<file path="config.mk">
export PLATFORM = sky130hd
export DESIGN_NAME = avalon_pio_gen2
export DESIGN_NICKNAME = d
export VERILOG_FILES = /design/src/rtl/avalon_pio_gen2.sv
export SDC_FILE = /design/constraint.sdc
export NUM_CORES = 1
export LEC_CHECK = 0
export ABC_CLOCK_PERIOD_IN_PS = 1300
export BUFFER_PORTS_ARGS = -buffer_cell sky130_fd_sc_hd__buf_2
export CAP_MARGIN = 20
export CORE_MARGIN = 2
export CORE_UTILIZATION = 45
export CTS_CLUSTER_SIZE = 8
export DETAILED_ROUTE_END_ITERATION = 16
export GPL_TIMING_DRIVEN = 1
export PLACE_DENSITY_LB_ADDON = 0.1
export SLEW_MARGIN = 15
export SYNTH_ARGS = -nofsm -noshare
export SYNTH_HDL_FRONTEND = slang
export SYNTH_SLANG_ARGS = --single-unit
</file>
<file path="constraint.sdc">
create_clock -name clk -period 1.3 [get_ports clk]
set_input_delay 0.065 -clock clk [delete_from_list [all_inputs] [get_ports clk]]
set_output_delay 0.065 -clock clk [all_outputs]
set_load 0.02 [all_outputs]
</file>
<file path="src/rtl/avalon_pio_gen2.sv">
// Avalon-MM GPIO slave: per-bit direction, synchronised inputs, sticky edge capture.
// Define PIO_IRQ_EN to build the interrupt mask register and the registered irq output.
module avalon_pio_gen2 #(
  parameter int          WIDTH       = 8,
  parameter logic [31:0] RESET_VALUE = 32'd0,
  parameter logic [31:0] DIR_RESET   = 32'd0,
  parameter int          EDGE_TYPE   = 0,
  parameter int          SYNC_STAGES = 2
) (
  input  logic             clk,
  input  logic             reset_n,
  input  logic [2:0]       address,
  input  logic             chipselect,
  input  logic             write_n,
  input  logic [31:0]      writedata,
  output logic [31:0]      readdata,
  input  logic [WIDTH-1:0] in_port,
  output logic [WIDTH-1:0] out_port,
  output logic [WIDTH-1:0] oe_port,
  output logic             irq
);

  localparam logic [2:0] ADDR_DATA    = 3'd0;
  localparam logic [2:0] ADDR_DIR     = 3'd1;
  localparam logic [2:0] ADDR_IRQMASK = 3'd2;
  localparam logic [2:0] ADDR_EDGECAP = 3'd3;
  localparam logic [2:0] ADDR_OUTSET  = 3'd4;
  localparam logic [2:0] ADDR_OUTCLR  = 3'd5;

  logic [WIDTH-1:0] wd;
  logic             wr_en;
  logic             unused_writedata;
  logic [SYNC_STAGES-1:0][WIDTH-1:0] sync_reg;
  logic [WIDTH-1:0] sync_in;
  logic [WIDTH-1:0] prev_in_reg;
  logic [WIDTH-1:0] rise;
  logic [WIDTH-1:0] fall;
  logic [WIDTH-1:0] edge_det;
  logic [WIDTH-1:0] out_data_reg;
  logic [WIDTH-1:0] out_data_next;
  logic [WIDTH-1:0] dir_reg;
  logic [WIDTH-1:0] edgecap_reg;
  logic [WIDTH-1:0] edgecap_next;
  logic [WIDTH-1:0] mask_val;

  assign wd               = writedata[WIDTH-1:0];
  assign wr_en            = chipselect && !write_n;
  assign unused_writedata = ^writedata;
  assign sync_in          = sync_reg[SYNC_STAGES-1];
  assign out_port         = out_data_reg;
  assign oe_port          = dir_reg;

  always_comb begin
    rise = sync_in & ~prev_in_reg;
    fall = ~sync_in & prev_in_reg;
    case (EDGE_TYPE)
      0:       edge_det = rise;
      1:       edge_det = fall;
      default: edge_det = rise | fall;
    endcase
  end

  // A fresh edge is OR-ed in after the W1C mask so a coincident event is never lost.
  always_comb begin
    edgecap_next = edgecap_reg;
    if (wr_en && address == ADDR_EDGECAP)
      edgecap_next = edgecap_reg & ~wd;
    edgecap_next = edgecap_next | edge_det;
  end

  always_comb begin
    out_data_next = out_data_reg;
    if (wr_en) begin
      case (address)
        ADDR_DATA:   out_data_next = wd;
        ADDR_OUTSET: out_data_next = out_data_reg | wd;
        ADDR_OUTCLR: out_data_next = out_data_reg & ~wd;
        default:     out_data_next = out_data_reg;
      endcase
    end
  end

  always_ff @(posedge clk or negedge reset_n) begin
    if (!reset_n) begin
      sync_reg     <= '0;
      prev_in_reg  <= '0;
      out_data_reg <= RESET_VALUE[WIDTH-1:0];
      dir_reg      <= DIR_RESET[WIDTH-1:0];
      edgecap_reg  <= '0;
    end else begin
      sync_reg     <= {sync_reg[SYNC_STAGES-2:0], in_port};
      prev_in_reg  <= sync_in;
      out_data_reg <= out_data_next;
      edgecap_reg  <= edgecap_next;
      if (wr_en && address == ADDR_DIR)
        dir_reg <= wd;
    end
  end

`ifdef PIO_IRQ_EN
  logic [WIDTH-1:0] mask_reg;
  logic             irq_reg;

  always_ff @(posedge clk or negedge reset_n) begin
    if (!reset_n) begin
      mask_reg <= '0;
      irq_reg  <= 1'b0;
    end else begin
      irq_reg <= |(edgecap_reg & mask_reg);
      if (wr_en && address == ADDR_IRQMASK)
        mask_reg <= wd;
    end
  end

  assign mask_val = mask_reg;
  assign irq      = irq_reg;
`else
  assign mask_val = '0;
  assign irq      = 1'b0;
`endif

  always_comb begin
    readdata = '0;
    case (address)
      ADDR_DATA:    readdata[WIDTH-1:0] = sync_in;
      ADDR_DIR:     readdata[WIDTH-1:0] = dir_reg;
      ADDR_IRQMASK: readdata[WIDTH-1:0] = mask_val;
      ADDR_EDGECAP: readdata[WIDTH-1:0] = edgecap_reg;
      default:      readdata = '0;
    endcase
  end

endmodule

</file>
### After elaboration in Yosys (flattened, before gate mapping)

Index checks and enable logic that the tools add are counted.

* register bits: 48

* multiplexer cells: 3
* bitwise operators: 7
* equality and inequality tests: 4
* reductions and logical operators: 7

Operators by type and width (count)
* one-hot mux 8 bit (3 select lines): 2
* bitwise AND 8 bit: 3
* inverter 8 bit: 2
* bitwise OR 8 bit: 2
* two-way mux 8 bit: 1
* equality test 3 bit (second input constant): 2
* equality test 3 x 1 -> 1 bit (second input constant): 1
* equality test 3 x 2 -> 1 bit (second input constant): 1
* logical AND 1 bit: 3
* logical NOT 3 bit: 1
* nonzero test 3 bit: 1
* AND reduction 2 bit: 1
* logical NOT 1 bit: 1

### Logic depth before layout (Yosys ltp)

Gate-level depths: netlist of the first run.

* word-level depth: 5
* mapped depth: 6
* depth with buffers taken out: 3

### Worst setup path after synthesis of the first run

Ideal clock, no wire load.

* kind: input-to-reg
* start point: in address[1]
* end point: reg out_data_reg[5] (netlist: out_port[5])
* setup time: 128 ps
* slack: 84 ps
* arrival: 1088 ps
* stages: 6
* path through: buf_6 -> or3b_1 -> buf_6 -> buf_8 -> o31ai_4 -> o21ai_1

* cells in the longest elaborated chain, start to end: 3

RTL lines
* start: declaration: line 12 `input logic [2:0] address,`
* equality test 3 bit or logical NOT 3 bit (tied branches): line 74 `case (address)`
* nonzero test 3 bit (no line)
* AND reduction 2 bit (no line)
* end signal: assignment: line 87 `out_data_reg <= RESET_VALUE[WIDTH-1:0];`
* end signal: assignment: line 93 `out_data_reg <= out_data_next;`
* end: declaration: line 39 `logic [WIDTH-1:0] out_data_reg;`

Parallel ways exist; a longest one is shown, timed or not.
A chain may end at the register's enable or synchronous reset.

### Worst setup path in the final report of the first run

* start point: reg dir_reg[4] (netlist: oe_port[4])
* end point: out readdata[4]

* cells in the longest elaborated chain, start to end: 1

RTL lines
* start: declaration: line 41 `logic [WIDTH-1:0] dir_reg;`
* start signal: assignment: line 88 `dir_reg <= DIR_RESET[WIDTH-1:0];`
* start signal: assignment: line 96 `dir_reg <= wd;`
* one-hot mux 8 bit (3 select lines): line 124 `case (address)`
* end: declaration: line 16 `output logic [31:0] readdata,`

Every way passes these cells.

==> results of run 1 <==
==> per-layer routing <==
layer | part of all wire (%) | global-route usage (%)
met3 | 6.1 | 4.01
met4 | 1.2 | 6.38
met5 | 0 | 0
met2 | 48 | 30.5
met1 | 45 | 22.7
==> cells in the mapped netlist, drive strengths merged (3+ instances only) <==
library cell and n:
nor2 10, a22oi 8, clkbuf 3, nand2b 8, inv 8, o21ai 24
nand2 8, mux2 16, o31ai 8, nor2b 9, buf 31, dfrtp 48
==> logic make-up after synthesis <==
kind of cell	Yosys count	synth area share (%)
multiplexers	16	8.52
other	1	0.177
AO/OA/AOI/OAI	40	12.0
buffers and inverters	42	13.2
flip-flops	48	56.8
AND/OR/NAND/NOR	37	9.28
==> area by class of cell <==
type,count,area share (%)
clock buffers,8,3.38
repair buffers,74,18.6
well taps,52,2.44
multi-input cells,118,29.4
flip-flops and latches,48,45.1
inverters,8,1.13
==> worst paths after layout <==
path,startpoint,to
hold reg to reg,sync_reg[0],sync_in[0]
min in group asynchronous,reset_n,out_port[2]
setup / recovery,oe_port[4],readdata[4]
setup reg to reg,oe_port[6],oe_port[6]
max in group asynchronous,reset_n,sync_reg[2]
hold / removal,writedata[7],out_port[7]
==> stage by stage <==
step / instances / instance area, um^2 / setup slack [ns]
6_report: 308 / 2670 / -0.101
5_1_grt: 308 / 2670 / -0.156
4_1_cts: 305 / 2630 / -0.116
3_5_place_dp: 282 / 2340 / -0.0682
3_3_place_gp: 282 / 2340 / -0.0256
2_1_floorplan: 208 / 2210 / 0.0843
==> tightest hold or removal path, cell delays in order <==
cell	delay, ns
sky130_fd_sc_hd__buf_2	0.13
sky130_fd_sc_hd__nand2b_1	0.07
sky130_fd_sc_hd__o21ai_1	0.05
==> power by group through the flow <==
stage | combinational (uW) | sequential [uW] | clock [uW]
6_report | 897 | 1730 | 898
5_1_grt | 965 | 1750 | 988
4_1_cts | 862 | 1730 | 932
3_5_place_dp | 723 | 1770 | 0
3_3_place_gp | 706 | 1750 | 0
2_1_floorplan | 384 | 1880 | 0
==> timing repair <==
action                                 in CTS  in global routing
hold buffers                                9                  0
endpoints found under the hold margin      25                  0
setup buffers                               6                  3
setup endpoints to repair                   8                  8
resized for setup                          16                  5
pin swaps                                   4                  9
==> impl_metrics.env, run 1 <==
export IMPL_result_of_the_run="complete, but fails checks"
export IMPL_failed_checks="setup timing"
export IMPL_rows=24
export IMPL_synth_edf_count=0
export IMPL_cts_root_buffer_cell="sky130_fd_sc_hd__clkbuf_8"
export IMPL_post_layout_total_power_uw=3520
export IMPL_synth_ff_type="sky130_fd_sc_hd__dfrtp_1"
export IMPL_tritoncts_clock_tree="done"
export IMPL_clk_transition_reported_paths_ns=0.08
export IMPL_r2r_cells=3
export IMPL_critical_path_s_top_delay_family="flip-flops"
export IMPL_pin_count=96
export IMPL_final_cell_mix="sky130_fd_sc_hd__dfrtp_1, sky130_fd_sc_hd__buf_2, sky130_fd_sc_hd__buf_4, sky130_fd_sc_hd__conb_1, sky130_fd_sc_hd__o21ai_0"
export IMPL_grt_use_total_pct=18.0
export IMPL_worst_slew_margin_rel_pct=54.9
export IMPL_cp_data_required_time_ns=1.24
export IMPL_p_comb_share_pct=25.5
export IMPL_synth_top_area_share_pct=56.8
export IMPL_number_of_global_route_vias_before_repair=1494
export IMPL_final_setup_worst_slack_ns=-0.101
export IMPL_ys_seq_area_share_pct=56.8
export IMPL_timing_final_max_slew_violations=0
export IMPL_fin_crit_sh_pct=108
export IMPL_antenna_cells_inserted=0
export IMPL_power_share_clock_pct=25.5
export IMPL_startpoint_type="flip-flop"
export IMPL_detail_route_first_pass_iterations=4
export IMPL_design_core_area_um2=4440
export IMPL_area_delta_synth_final_pct=26.0
export IMPL_num_vias=1510
export IMPL_layout_nets=302
export IMPL_setup_viol=8
export IMPL_post_route_cells_drive_above_1_share_pct=37.9
export IMPL_cp_slowest_cell="sky130_fd_sc_hd__dfrtp_1"
export IMPL_p_sw_uw=1050
export IMPL_synth_yosys_warnings=0
export IMPL_detail_route_iter0_violations=58
export IMPL_routed_wl_um=4550
export IMPL_grt_start_max_net_pins=32
export IMPL_finalHoldViolations=0
export IMPL_drt_vias_per_instance=4.90
export IMPL_finish_utilization_pct=60.0
export IMPL_seqCellArea_um2=1200
export IMPL_power_per_cell_area_nw_per_um2=1320
export IMPL_detailedPlacementHpwl_um=3050
export IMPL_maxCapViolCount=0
export IMPL_ys_top_cells_by_area="sky130_fd_sc_hd__dfrtp_1, sky130_fd_sc_hd__buf_4, sky130_fd_sc_hd__mux2_2"
export IMPL_min_path_type="input pin to flip-flop"
export IMPL_globalplace_congestion=0.736
export IMPL_syn_inst=184
export IMPL_synth_cell_type_count=22
export IMPL_setup_worst_path_class="flip-flop to output pin"
export IMPL_yosysTopAreaCell="sky130_fd_sc_hd__dfrtp_1"
export IMPL_clock_fmax_mhz=714
export IMPL_die_area_um2=5270
export IMPL_postSynth_asyncResetShare_pct=100
export IMPL_grt_setup_unrepaired="true"
export IMPL_floorplan_initialDensity_pct=47.6
export IMPL_cellLeakagePower_uw=0.00128
export IMPL_hold_path_depth=3
export IMPL_insertion_delay_ns=0.30
export IMPL_ir_worst_vdd_v=0.000849
export IMPL_worst_r2r_setup_slack_ns=0.29
export IMPL_crit_buf_inv=1
export IMPL_multi_input_comb_area_um2=783
export IMPL_sw_frac_of_total_pct=29.8
export IMPL_grt_antenna_before_repair=0
export IMPL_worst_pin_slew_ns=0.675
export IMPL_skew_ns=0.0106
export IMPL_fillers=358
export IMPL_p_int_uw=2470
export IMPL_placement_io_buffers=46
export IMPL_syn_area_um2=2120
export IMPL_fin_hold_ws_ns=0.0395
export IMPL_chipHeight_um=72.6
export IMPL_endpoint_kind="output pin"
export IMPL_max_stage_delay_ns=0.40
export IMPL_route_antenna_remaining_nets=0
export IMPL_final_common_cell="sky130_fd_sc_hd__dfrtp_1"
export IMPL_chipWidth_um=72.6
export IMPL_fin_tns_setup_ns=-0.590
export IMPL_globalRoute_totalOverflow=0
export IMPL_clockBufferDepth=2
export IMPL_final_period_minus_worst_setup_slack_ns=1.40
export IMPL_detail_route_drc_violations=0
export IMPL_cts_made_buffers=5
export IMPL_worst_path_stages=4
export IMPL_cts_htree_levels=2
export IMPL_seq_power_share_pct=49.0
export IMPL_worstPathArrival_ns=1.34
export IMPL_path_cells="mux2_2 > a22oi_2 > nor2_1 > buf_4"
export IMPL_cp_max_fo=2
export IMPL_yosys_reg_bits=48
export IMPL_wire_per_inst_um=14.8
export IMPL_clock_sink_count=48
export IMPL_global_route_wire_length_before_repair_um=7130
export IMPL_average_instance_area_after_synthesis_um2=11.5
Power figures use the tool's default switching activity.
==> run 2, diff against run 1 <==
CTS_CLUSTER_SIZE = default   (was 8)
PLACE_DENSITY_LB_ADDON = 0.05   (was 0.1)
==> impl_metrics.env, run 2 (synthesis results as in run 1) <==
export IMPL_maxCapViolCount=0
export IMPL_skew_ns=0.00181
export IMPL_max_stage_delay_ns=0.40
export IMPL_dpl_cell_area_um2=2350
export IMPL_min_path_type="input pin to flip-flop"
export IMPL_cp_max_fo=2
export IMPL_fin_crit_sh_pct=107
export IMPL_endpoint_kind="output pin"
export IMPL_num_vias=1494
export IMPL_setup_worst_path_class="flip-flop to output pin"
export IMPL_final_cell_mix="sky130_fd_sc_hd__dfrtp_1, sky130_fd_sc_hd__buf_2, sky130_fd_sc_hd__buf_4, sky130_fd_sc_hd__conb_1, sky130_fd_sc_hd__o21ai_0"
export IMPL_globalplace_congestion=0.718
export IMPL_chipWidth_um=72.6
export IMPL_placed_cells_incl_taps=284
export IMPL_detail_route_first_pass_iterations=4
export IMPL_globalRoute_totalOverflow=0
export IMPL_drt_vias_per_instance=4.82
export IMPL_detailedPlacementHpwl_um=3010
export IMPL_clock_sink_count=48
export IMPL_final_setup_worst_slack_ns=-0.0915
export IMPL_clock_fmax_mhz=719
export IMPL_placement_io_buffers=46
export IMPL_clk_transition_reported_paths_ns=0.08
export IMPL_grt_setup_unrepaired="true"
export IMPL_clockBufferDepth=2
export IMPL_routed_wl_um=4330
export IMPL_failed_checks="setup timing"
export IMPL_cp_data_required_time_ns=1.24
export IMPL_result_of_the_run="complete, but fails checks"
export IMPL_fin_tns_setup_ns=-0.475
export IMPL_cellLeakagePower_uw=0.00130
export IMPL_finalHoldViolations=0
export IMPL_design_core_area_um2=4440
export IMPL_grt_use_total_pct=17.8
export IMPL_post_route_cells_drive_above_1_share_pct=38.4
export IMPL_cp_slowest_cell="sky130_fd_sc_hd__dfrtp_1"
export IMPL_pin_count=96
export IMPL_cts_root_buffer_cell="sky130_fd_sc_hd__clkbuf_8"
export IMPL_floorplan_initialDensity_pct=47.6
export IMPL_layout_nets=304
export IMPL_area_delta_synth_final_pct=26.8
export IMPL_tritoncts_clock_tree="done"
export IMPL_wire_per_inst_um=14.0
export IMPL_post_layout_nonfiller_instances=310
export IMPL_rows=24
export IMPL_route_antenna_remaining_nets=0
export IMPL_insertion_delay_ns=0.29
export IMPL_post_layout_total_power_uw=3660
export IMPL_worst_slew_margin_rel_pct=56.5
export IMPL_final_common_cell="sky130_fd_sc_hd__dfrtp_1"
export IMPL_worstPathArrival_ns=1.33
export IMPL_path_cells="mux2_4 > a22oi_2 > nor2_1 > buf_4"
export IMPL_global_route_wire_length_before_repair_um=7090
export IMPL_die_area_um2=5270
export IMPL_power_per_cell_area_nw_per_um2=1360
export IMPL_startpoint_type="flip-flop"
export IMPL_grt_antenna_before_repair=0
export IMPL_detailedPlace_worstSlack_ns=0.00944
export IMPL_antenna_cells_inserted=0
export IMPL_cts_made_buffers=5
export IMPL_detail_route_drc_violations=0
export IMPL_timing_final_max_slew_violations=0
export IMPL_ir_worst_vdd_v=0.000760
export IMPL_chipHeight_um=72.6
export IMPL_final_cell_area_um2=2680
export IMPL_detail_route_iter0_violations=37
export IMPL_cts_htree_levels=2
export IMPL_number_of_global_route_vias_before_repair=1514
export IMPL_grt_start_max_net_pins=30
export IMPL_setup_viol=8
export IMPL_worst_pin_slew_ns=0.651
export IMPL_final_period_minus_worst_setup_slack_ns=1.39
==> run 2: metrics by stage <==
step                      util [%]  hold slack (ns)
after floorplan                  -           -0.231
after detailed placement      53.0           0.0612
after CTS                     59.3           0.0369
after global placement        53.0           0.0430
after global routing          60.4           0.0591
final                         60.4           0.0407
==> run 2: cell type report <==
| type | count | area [um^2] |
|---|---|---|
| timing repair buffer | 76 | 505 |
| fill | 375 | 1760 |
| clock inverter | 2 | 35.0 |
| clock buffer | 6 | 72.6 |
| multi-input combinational | 118 | 774 |
| inverter | 8 | 30.0 |
| sequential | 48 | 1200 |
| tap | 52 | 65.1 |
==> run 2: worst paths after layout <==
path	start	end	slack [ns]	cells past startpoint
worst max-delay path	oe_port[4]	readdata[4]	-0.09	4
worst min-delay path	writedata[7]	out_port[7]	0.04	3
worst max register to register	oe_port[3]	oe_port[3]	0.30	3
worst min register to register	sync_reg[7]	sync_in[7]	0.35	0
max in group asynchronous	reset_n	sync_in[3]	0.51	3
min in group asynchronous	reset_n	out_port[0]	0.27	2
==> run 2: where the power goes <==
part | leakage [uW] | internal [uW] | switching [uW]
logic | 0.000689 | 398 | 495
clock network | 0.0000552 | 571 | 471
registers | 0.000551 | 1640 | 81.2
total | 0.00130 | 2610 | 1050
==> run 2: repair_timing <==
item / 4_1_cts / 5_1_grt
setup endpoints to repair: 8 / 8
pin swaps: 2 / 3
hold buffers: 9 / 0
endpoints found under the hold margin: 27 / 0
gates resized for setup: 8 / 9
buffers inserted: 7 / 2
==> run 2: routing by layer <==
layer / up-vias / track usage [%] / share of wire [%]
met5: - / 0 / 0
met4: 0 / 6.17 / 1.2
met3: 6 / 4.97 / 6.5
met2: 59 / 28.8 / 49
met1: 720 / 23.2 / 44
li1: 709 / - / -
==> run 2: critical path: cells and delay by family, from the launching register on <==
kind / cells / cell delay [ns]
flip-flops: 1 / 0.40
AND/OR/NAND/NOR: 1 / 0.06
buffers and inverters: 1 / 0.16
multiplexers: 1 / 0.28
AO/OA/AOI/OAI: 1 / 0.14
